File: src/rtl/mem_store_buffer.sv
// mem_store_buffer
//   Store buffer sitting in front of data_mem in the MEM stage. Stores are
//   queued in a small FIFO and drained one per cycle whenever no load needs the
//   shared memory port. Loads always get the port first. A load whose word set
//   overlaps a queued store stalls until that store has drained.
//
//   Optional feature macro: STB_FWD_EN
//     When defined, a load whose youngest overlapping store has the same address
//     and is at least as wide is served directly from the buffer. It does not
//     stall and it does not use the memory port.
//     When undefined, every overlapping load stalls and no forwarding logic is
//     built.
module mem_store_buffer #(
    parameter int DEPTH  = 4,
    parameter int ADDR_W = 8
) (
    input  logic              clk,
    input  logic              rst_n_i,
    input  logic              st_valid_i,
    input  logic [ADDR_W-1:0] st_addr_i,
    input  logic [31:0]       st_data_i,
    input  logic [1:0]        st_type_i,
    output logic              st_ready_o,
    input  logic              ld_valid_i,
    input  logic [ADDR_W-1:0] ld_addr_i,
    input  logic [2:0]        ld_type_i,
    output logic              ld_stall_o,
    output logic [31:0]       ld_data_o,
    output logic              mem_rd_en_o,
    output logic              mem_wr_en_o,
    output logic [ADDR_W-1:0] mem_addr_o,
    output logic [31:0]       mem_wr_data_o,
    output logic [1:0]        mem_store_type_o,
    output logic [2:0]        mem_load_type_o,
    input  logic [31:0]       mem_rd_data_i,
    output logic              empty_o
);

    localparam int PTR_W  = $clog2(DEPTH);
    localparam int CNT_W  = PTR_W + 1;
    localparam int WORD_W = ADDR_W - 2;

    // Offset from the first to the last byte touched by a store (size - 1).
    // Type 11 is treated as a word store.
    function automatic logic [ADDR_W-1:0] st_span(input logic [1:0] t);
        case (t)
            2'b00:   st_span = ADDR_W'(0);
            2'b01:   st_span = ADDR_W'(1);
            default: st_span = ADDR_W'(3);
        endcase
    endfunction

    // Offset from the first to the last byte touched by a load (size - 1).
    // Unlisted load types behave as a word load.
    function automatic logic [ADDR_W-1:0] ld_span(input logic [2:0] t);
        case (t)
            3'b000, 3'b001: ld_span = ADDR_W'(0);
            3'b010, 3'b011: ld_span = ADDR_W'(1);
            default:        ld_span = ADDR_W'(3);
        endcase
    endfunction

    // ------------------------------------------------------------------
    // State
    // ------------------------------------------------------------------
    logic [PTR_W-1:0]  rd_ptr_q, rd_ptr_d;
    logic [PTR_W-1:0]  wr_ptr_q, wr_ptr_d;
    logic [CNT_W-1:0]  count_q,  count_d;

    logic [ADDR_W-1:0] ent_addr_q [DEPTH];
    logic [31:0]       ent_data_q [DEPTH];
    logic [1:0]        ent_type_q [DEPTH];

    logic              push;
    logic              drain;
    logic              load_go;
    logic              fwd_hit;
    logic              any_overlap;

    logic [ADDR_W-1:0] ld_last;
    logic [WORD_W-1:0] ld_lo;
    logic [WORD_W-1:0] ld_hi;

    logic [DEPTH-1:0]  slot_valid;
    logic [DEPTH-1:0]  slot_overlap;

    // ------------------------------------------------------------------
    // Load word set. The last-byte address wraps modulo 2^ADDR_W.
    // ------------------------------------------------------------------
    assign ld_last = ld_addr_i + ld_span(ld_type_i);
    assign ld_lo   = ld_addr_i[ADDR_W-1:2];
    assign ld_hi   = ld_last[ADDR_W-1:2];

    // ------------------------------------------------------------------
    // Per-slot validity and conservative word-granular overlap check
    // ------------------------------------------------------------------
    for (genvar gi = 0; gi < DEPTH; gi++) begin : g_slot
        logic [PTR_W-1:0]  age;
        logic [ADDR_W-1:0] st_last;
        logic [WORD_W-1:0] st_lo;
        logic [WORD_W-1:0] st_hi;

        // The age of a slot is its distance from the oldest entry. A slot is
        // live when its age is below the occupancy count.
        assign age             = PTR_W'(gi) - rd_ptr_q;
        assign slot_valid[gi]  = ({1'b0, age} < count_q);
        assign st_last         = ent_addr_q[gi] + st_span(ent_type_q[gi]);
        assign st_lo           = ent_addr_q[gi][ADDR_W-1:2];
        assign st_hi           = st_last[ADDR_W-1:2];
        // Each word set has at most two words, so checking all four pairs
        // covers every possible intersection.
        assign slot_overlap[gi] = slot_valid[gi] &&
                                  ((st_lo == ld_lo) || (st_lo == ld_hi) ||
                                   (st_hi == ld_lo) || (st_hi == ld_hi));
    end

    assign any_overlap = |slot_overlap;

`ifdef STB_FWD_EN
    // ------------------------------------------------------------------
    // Store-to-load forwarding from the youngest overlapping entry
    // ------------------------------------------------------------------
    logic              yng_found;
    logic [PTR_W-1:0]  yng_slot;
    logic [PTR_W-1:0]  scan_slot;
    logic [31:0]       yng_data;
    logic [31:0]       fwd_data;

    // Walk the entries from oldest to youngest. The last overlapping entry seen
    // is the youngest one.
    always_comb begin
        yng_found = 1'b0;
        yng_slot  = '0;
        scan_slot = '0;
        for (int k = 0; k < DEPTH; k++) begin
            scan_slot = rd_ptr_q + PTR_W'(k);
            if (slot_overlap[scan_slot]) begin
                yng_found = 1'b1;
                yng_slot  = scan_slot;
            end
        end
    end

    assign yng_data = ent_data_q[yng_slot];

    // Forward only when the youngest overlapping entry starts at the same byte
    // and covers at least the load width. Otherwise the load falls back to
    // stalling.
    assign fwd_hit = ld_valid_i && yng_found &&
                     (ent_addr_q[yng_slot] == ld_addr_i) &&
                     (st_span(ent_type_q[yng_slot]) >= ld_span(ld_type_i));

    // Truncate the forwarded data to the load width, then sign- or
    // zero-extend it.
    always_comb begin
        fwd_data = yng_data;
        case (ld_type_i)
            3'b000:  fwd_data = {{24{yng_data[7]}}, yng_data[7:0]};
            3'b001:  fwd_data = {24'h0, yng_data[7:0]};
            3'b010:  fwd_data = {{16{yng_data[15]}}, yng_data[15:0]};
            3'b011:  fwd_data = {16'h0, yng_data[15:0]};
            default: fwd_data = yng_data;
        endcase
    end

    assign ld_data_o = fwd_hit ? fwd_data : mem_rd_data_i;
`else
    assign fwd_hit   = 1'b0;
    assign ld_data_o = mem_rd_data_i;
`endif

    // ------------------------------------------------------------------
    // Port arbitration: a load that can proceed owns the port. Otherwise
    // the oldest queued store drains.
    // ------------------------------------------------------------------
    assign ld_stall_o = ld_valid_i && any_overlap && !fwd_hit;
    assign load_go    = ld_valid_i && !ld_stall_o && !fwd_hit;
    assign drain      = (count_q != '0) && !load_go;
    // Acceptance looks at registered occupancy only. A full buffer refuses a
    // push even while it is popping.
    assign st_ready_o = (count_q < CNT_W'(DEPTH));
    assign push       = st_valid_i && st_ready_o;
    assign empty_o    = (count_q == '0);

    // Drive the shared data_mem port from either the load or the head entry.
    always_comb begin
        mem_rd_en_o      = 1'b0;
        mem_wr_en_o      = 1'b0;
        mem_addr_o       = ent_addr_q[rd_ptr_q];
        mem_wr_data_o    = ent_data_q[rd_ptr_q];
        mem_store_type_o = ent_type_q[rd_ptr_q];
        mem_load_type_o  = ld_type_i;
        if (load_go) begin
            mem_rd_en_o = 1'b1;
            mem_addr_o  = ld_addr_i;
        end else if (drain) begin
            mem_wr_en_o = 1'b1;
        end
    end

    // Next-state for the pointers and occupancy. Both pointers wrap naturally
    // because DEPTH is a power of two.
    always_comb begin
        rd_ptr_d = rd_ptr_q + PTR_W'(drain);
        wr_ptr_d = wr_ptr_q + PTR_W'(push);
        count_d  = count_q + CNT_W'(push) - CNT_W'(drain);
    end

    // FIFO control registers. Reset discards every queued store.
    always_ff @(posedge clk or negedge rst_n_i) begin
        if (!rst_n_i) begin
            rd_ptr_q <= '0;
            wr_ptr_q <= '0;
            count_q  <= '0;
        end else begin
            rd_ptr_q <= rd_ptr_d;
            wr_ptr_q <= wr_ptr_d;
            count_q  <= count_d;
        end
    end

    // Capture an accepted store in the slot at the write pointer. Entry
    // contents need no reset because validity comes from the pointers.
    always_ff @(posedge clk) begin
        if (push) begin
            ent_addr_q[wr_ptr_q] <= st_addr_i;
            ent_data_q[wr_ptr_q] <= st_data_i;
            ent_type_q[wr_ptr_q] <= st_type_i;
        end
    end

endmodule
File: config.mk
export PLATFORM = sky130hd
export DESIGN_NAME = mem_store_buffer
export DESIGN_NICKNAME = d
export VERILOG_FILES = /design/src/rtl/mem_store_buffer.sv
export SDC_FILE = /design/constraint.sdc
export NUM_CORES = 1
export LEC_CHECK = 0
export CORE_ASPECT_RATIO = 1.1
export CORE_MARGIN = 4
export CORE_UTILIZATION = 47
export CTS_BUF_LIST = sky130_fd_sc_hd__clkbuf_8 sky130_fd_sc_hd__clkbuf_16
export CTS_CLUSTER_DIAMETER = 80
export CTS_CLUSTER_SIZE = 10
export DETAILED_ROUTE_END_ITERATION = 10
export GPL_TIMING_DRIVEN = 0
export PLACE_DENSITY = 0.76
export SYNTH_ARGS = -nofsm -noshare
export SYNTH_HDL_FRONTEND = slang
export SYNTH_SLANG_ARGS = --single-unit
File: constraint.sdc
create_clock -name clk -period 4.1 [get_ports clk]
set_input_delay 0.41 -clock clk [delete_from_list [all_inputs] [get_ports clk]]
set_output_delay 0.41 -clock clk [all_outputs]
set_load 0.02 [all_outputs]
==> results of run 1 <==
==> per-layer routing <==
metal  global-route usage  part of all wire  up-vias
li1                     -                 -     2631
met1                0.264              0.39     2976
met2                0.358              0.51      256
met3               0.0641             0.079       42
met4               0.0676             0.022        0
met5                    0                 0        -
==> area by class of cell <==
class,count,area (um^2)
plain buffers,73,505
clock buffers,17,425
clock inverters,15,169
fillers,1345,6880
inverters,12,45.0
multi-input cells,321,3300
flip-flops and latches,175,5220
well taps,243,304
repair buffers,152,1620
==> final timing paths <==
check / cells past startpoint / from / endpoint
worst max-delay path: 17 / ld_type_i[2] / mem_addr_o[1]
worst min-delay path: 1 / rst_n_i / count_q[1]$_DFF_PN0_
worst max register to register: 14 / ent_type_q[0][1]$_DFFE_PP_ / count_q[2]$_DFF_PN0_
worst min register to register: 1 / count_q[0]$_DFF_PN0_ / count_q[0]$_DFF_PN0_
max in group asynchronous: 1 / rst_n_i / rd_ptr_q[0]$_DFF_PN0_
min in group clk: 1 / st_data_i[18] / ent_data_q[2][18]$_DFFE_PP_
==> critical path: cells and delay by family <==
family,cells,cell delay [ns]
fa+ha+maj,1,0.26
compound gates,4,0.84
mux,1,0.29
buf+inv,8,1.19
simple gates,3,0.58
==> logic make-up after synthesis <==
group                    Yosys count  synth area share
buffers and inverters             89            0.0594
multiplexers                      61             0.134
adder cells (fa/ha/maj)           12            0.0178
XOR/XNOR                          41            0.0414
flip-flops                       175             0.589
AND/OR/NAND/NOR                  122            0.0819
AO/OA/AOI/OAI                     85            0.0768
==> report_power, final <==
group | switching [mW] | leakage, nW | total (mW) | internal [mW]
Combinational | 1.52 | 2.16 | 2.94 | 1.42
Sequential | 0.132 | 1.61 | 2.39 | 2.26
Clock | 0.750 | 0.294 | 1.57 | 0.822
Total | 2.40 | 4.06 | 6.90 | 4.50
==> sequential cells by signal, indices dropped and copies added (netlist names) <==
name,count
ent_addr_q,32
ent_type_q,8
count_q,3
ent_data_q,128
wr_ptr_q,2
rd_ptr_q,2
==> repair_timing <==
item	CTS	global route
resized for setup	74	27
endpoints found under the setup margin	16	11
gates cloned	1	0
setup buffers	7	4
pin swaps	6	8
==> Yosys cell counts, types with 4 or more instances <==
master     count
a211oi_1       5
a21oi_1        4
a22oi_1        5
and3_1         6
buf_1          5
buf_2          9
buf_4         38
buf_6          5
clkbuf_1      19
dfrtp_1        7
edfxtp_1     168
ha_1          11
inv_1         12
mux2_4         9
mux2i_1        8
mux4_2        42
nand2_1       18
nand2b_1       7
nand4_1        6
nor2_1        21
nor2b_1        6
nor3_1        13
nor3b_1        7
nor4_1         6
nor4b_1        4
o2111ai_1      9
o211a_1        4
o211ai_1       7
o21ai_0       10
o221ai_1       5
or3_1          5
xnor2_1       19
xor2_1        21
==> run_results.csv, run 1 <==
group,metric,value,unit
outcome,status,"complete, no violations",
yosys,syn_area_per_cell,15.1,um^2
clock_network,clk_latency,0.42,ns
floorplan,floorplan.initialDensity,0.480,
critical_path,end_kind,"output pin",
sta,hold_slack,0.249,ns
clock_network,cts.sinks,175,
routing,firstDrtPassIters,7,
sta,post-route-min-period,4.00,ns
sta,relSlewSlack,0.350,
sta,finalSetupViolCount,0,
critical_path,critPathLaunchType,"input port",
sta,hold_viol_final,0,
sta,setup-tns-final,0,ns
critical_path,critical_path_class,"in -> out",
yosys,synth.area.top_cells,"edfxtp_1, mux4_2, buf_4",
floorplan,rows,52,
clock_network,clockBufferDepth,2,
critical_path,worst_path_max_delay_cell,"a222oi_1",
sta,worstMarginPinSlew,0.972,ns
critical_path,cp.arrival,3.59,ns
global_route,grt_use_total,0.212,
routing,vias,5905,
floorplan,die_w,139,um
place,preCtsSetupSlack,-1.28,ns
cells_and_area,nNetsFinal,853,
global_route,grt_overflow,0,
routing,wire_per_inst,21.9,um
cells_and_area,fin_cells,1008,
global_route,grt_pass1_wl,35.6,mm
power,leakage,4.06,nW
global_route,antenna_found_initial,0,
yosys,async_flop_share,0.0400,
sta,period_share,0.977,
cells_and_area,antenna_cells,0,
place,dp.cells,969,
cells_and_area,mostFrequentLayoutCells,"edfxtp_1, clkdlybuf4s50_1, buf_4",
yosys,synth_flop_cell,"edfxtp_1",
global_route,grt_max_degree,28,
power,peakVddDrop,0.378,mV
clock_network,cts_tree,"built",
cells_and_area,fin_area,0.0116,mm^2
critical_path,critPathMaxFanout,8,
routing,drc,0,
routing,viasPerCell,5.86,
critical_path,cp_common_cell,"buf_6",
critical_path,critPathMaxStageDelay,0.36,ns
place,place_area,0.0107,mm^2
yosys,synth_edf_count,168,
clock_network,clkTransAtPathRegs,0.08,ns
clock_network,cts-root-buf,"clkbuf_16",
clock_network,ctsHoldBuffers,0,
critical_path,crit_chain,"dlygate4sd2_1 -> clkbuf_1 -> ha_1 -> o211a_1 -> buf_6 -> or2_1 -> buf_6 -> a22oi_2 -> o221ai_2 -> a222oi_1 -> nand4_2 -> buf_6 -> nor2_8 -> buf_12 -> buf_12 -> mux2_4 -> buf_6",
cells_and_area,utilization,0.627,
routing,drtAntennaViolNets,0,
floorplan,die_y,152,um
place,gp_congestion,0.846,
clock_network,cts_buffers,17,
floorplan,die-area,0.0211,mm^2
sta,rsz0062_at_grt,"true",
routing,drtIter0Drc,435,
place,port_buffers,134,
critical_path,r2r_slack,0.57,ns
routing,drt_wl_total,22.1,mm
sta,max_freq,0.250,GHz
yosys,ys_ff_latch,175,
sta,finalClockSkew,0.0132,ns
yosys,synthCells,585,
run,cap_violations,0,
yosys,synth_nets,686,
power,pwr_density_cell,595,mW/mm^2
clock_network,htreeDepth,4,
yosys,synth_cell_type_count,72,
cells_and_area,area_growth,30.8,%
min_path,hold_path.class,"in -> async",
global_route,grt_pass1_vias,6363,
yosys,synth_top_area_cell,"edfxtp_1",
floorplan,ios,171,
power,p_total,6.90,mW
sta,drv_slew,0,
cells_and_area,final_common_cell,"edfxtp_1",
sta,layout_setup_ws,0.0953,ns
yosys,yosys_warnings,0,
yosys,ys_seq_area_frac,0.589,
floorplan,core-area,0.0185,mm^2
cells_and_area,drive_gt1_frac,0.254,
yosys,synth_area,0.00886,mm^2
place,hpwl,15.9,mm
critical_path,cp_data_required_time,3.69,ns
yosys,yosysTopAreaCellShare,0.569,
Note: power is estimated with default switching activity, not from simulation.
==> run 2, diff against run 1 <==
CORE_UTILIZATION = 35   (was 47)
PLACE_DENSITY = not set   (was 0.76)
SKIP_CTS_REPAIR_TIMING = 1   (was not set)
==> run 2 against run 1 <==
  * Register-to-register slack worse by 0.20 ns
  * Cell count is 7.0% higher
  * Combinational power hardly changed
  * Utilization is 16 points lower
  * Largest cell class unchanged
  * Highest routed layer unchanged
==> run_results.csv, run 2 (synthesized netlist as in run 1, its figures left out) <==
group,metric,value,unit
outcome,status,"complete, no violations",
power,pwr-share-comb,0.420,
cells_and_area,final_common_cell,"edfxtp_1",
sta,worstMarginPinSlew,0.900,ns
floorplan,die-area,0.0279,mm^2
routing,drc,0,
sta,period_share,0.977,
cells_and_area,nNetsFinal,856,
sta,layout_setup_ws,0.0949,ns
global_route,antenna_found_initial,0,
critical_path,cp_top_family,"buffers and inverters",
floorplan,die_y,175,um
routing,wire_per_inst,21.2,um
power,power.switching,2.37,mW
power,leakage,4.08,nW
floorplan,die_w,160,um
cells_and_area,mostFrequentLayoutCells,"edfxtp_1, clkdlybuf4s50_1, buf_4",
critical_path,rr_endpoint,"count_q[2]$_DFF_PN0_",
power,p_int,4.59,mW
critical_path,rr_worst_depth,18,
routing,drt_wl_total,22.8,mm
floorplan,ios,171,
cells_and_area,top_register,"ent_data_q",
clock_network,clk_latency,0.42,ns
critical_path,cp_num_buf_inv,4,
clock_network,cts.sinks,175,
floorplan,core-area,0.0247,mm^2
power,p_seq_frac,0.342,
routing,firstDrtPassIters,6,
global_route,grt_overflow,0,
cells_and_area,drive_gt1_frac,0.246,
critical_path,r2r-start,"rd_ptr_q[0]$_DFF_PN0_",
critical_path,r2r_slack,0.37,ns
critical_path,critPathLaunchType,"input port",
sta,drv_slew,0,
global_route,grt_pass1_vias,6131,
clock_network,cts_tree,"built",
power,pwr_density_cell,599,mW/mm^2
place,gp_congestion,0.865,
place,preCtsSetupSlack,-1.33,ns
clock_network,htreeDepth,4,
routing,drtAntennaViolNets,0,
critical_path,critPathMaxFanout,10,
routing,drtIter0Drc,388,
clock_network,clkTransAtPathRegs,0.07,ns
cells_and_area,area_growth,31.1,%
power,peakVddDrop,0.384,mV
critical_path,critical_path_class,"in -> out",
critical_path,critPathMaxStageDelay,0.60,ns
sta,post-route-min-period,4.01,ns
floorplan,floorplan.initialDensity,0.359,
critical_path,crit_chain,"clkdlybuf4s50_1 -> buf_4 -> or4bb_1 -> a2111oi_0 -> a211oi_1 -> a211oi_1 -> a22oi_1 -> nand4_2 -> buf_6 -> o21a_1 -> clkdlybuf4s50_1",
global_route,grt_use_total,0.161,
critical_path,worst_path_max_delay_cell,"clkdlybuf4s50_1",
critical_path,end_kind,"output pin",
power,pwr-share-clk,0.238,
sta,finalClockSkew,0.0192,ns
power,swShare,0.340,
floorplan,rows,60,
sta,relSlewSlack,0.400,
sta,finalSetupViolCount,0,
place,port_buffers,134,
cells_and_area,top_regs,"ent_data_q: 128 flops, ent_addr_q: 32 flops, ent_type_q: 8 flops",
critical_path,cp_data_required_time,3.69,ns
sta,max_freq,0.250,GHz
routing,vias,5835,
min_path,hold_path.class,"in -> async",
global_route,grt_pass1_wl,35.0,mm
global_route,grt_max_degree,24,
power,p_total,6.96,mW
clock_network,cts-root-buf,"clkbuf_16",
routing,viasPerCell,5.41,
sta,setup-tns-final,0,ns
clock_network,cts_buffers,17,
place,hpwl,16.6,mm
critical_path,cp.arrival,3.60,ns
run,cap_violations,0,
cells_and_area,largest_register_ffs,128,
clock_network,clockBufferDepth,2,
sta,hold_viol_final,0,
[run 2: cell types whose count changed in the layout (fill, tap and decap cells not counted), moves of 3 or more]
cell / previous run / this run
a22oi_1: 2 / 5
a22oi_2: 3 / 0
buf_2: 9 / 6
buf_6: 12 / 7
clkbuf_2: 2 / 10
dlygate4sd2_1: 3 / 0
[run 2: power groups by stage]
| stage | Sequential, mW | Clock (mW) | Combinational [mW] |
|---|---|---|---|
| after floorplan | 2.38 | 0 | 1.72 |
| after global placement | 2.42 | 0 | 2.75 |
| after detailed placement | 2.41 | 0 | 2.86 |
| after CTS | 2.37 | 1.70 | 2.88 |
| after global routing | 2.40 | 1.79 | 3.15 |
| final | 2.38 | 1.66 | 2.92 |
[run 2: area by class of cell]
| type | instances | area [um^2] |
|---|---|---|
| inverter | 12 | 45.0 |
| buffer | 76 | 552 |
| clock buffer | 17 | 425 |
| multi-input combinational | 322 | 3230 |
| fill | 2174 | 13100 |
| tap | 310 | 388 |
| clock inverter | 15 | 194 |
| antenna | 1 | 2.50 |
| sequential | 175 | 5220 |
| timing repair buffer | 151 | 1560 |
[run 2: worst max path at each step]
stage	from	slack (ns)	cells after the start	endpoint
floorplan	rd_ptr_q[0]$_DFF_PN0_	0.10	16	count_q[2]$_DFF_PN0_
global placement	rd_ptr_q[1]$_DFF_PN0_	-1.32	13	mem_addr_o[1]
detailed placement	rd_ptr_q[1]$_DFF_PN0_	-1.33	13	mem_addr_o[1]
CTS	rd_ptr_q[1]$_DFF_PN0_	-1.81	13	mem_addr_o[1]
global route	rd_ptr_q[0]$_DFF_PN0_	-0.006	16	mem_addr_o[1]
finish	ld_addr_i[2]	0.09	11	ld_stall_o
[run 2: stage by stage]
stage | util | hold WS (ns) | cells | area, um^2
5_1_grt | 0.470 | 0.254 | 1078 | 11600
3_5_place_dp | 0.437 | 0.584 | 1037 | 10800
2_1_floorplan | - | 0.114 | 585 | 8870
3_3_place_gp | 0.429 | 0.544 | 1029 | 10600
4_1_cts | 0.462 | 0.235 | 1069 | 11400
6_report | 0.470 | 0.242 | 1079 | 11600
[run 2: layer usage]
metal  track usage  vias up  wire length (um)  part of all wire
met4        0.0561        0               460             0.020
met5             0        -                 0                 0
met3        0.0517       31              1710             0.075
li1              -     2654                 -                 -
met2         0.269      207             11100              0.49
met1         0.198     2943              9570              0.42
[run 2: worst register-to-register path, stage by stage, from the launching register on]
cell,delay [ns]
dfrtp_1,0.41
buf_12,0.17
buf_12,0.16
buf_12,0.16
xnor2_2,0.18
inv_1,0.06
ha_1,0.26
a21oi_1,0.12
o21ai_1,0.15
o22ai_1,0.09
a222oi_1,0.35
nand4_2,0.15
buf_6,0.17
buf_4,0.14
o21ai_2,0.24
xnor2_1,0.10
ha_1,0.19
fa_1,0.38
xnor2_1,0.14
==> run 3, diff against run 2 <==
SLEW_MARGIN = 0   (was not set)
==> results of run 3 <==
Final layout, timing and power as in run 2 (identical DEF).
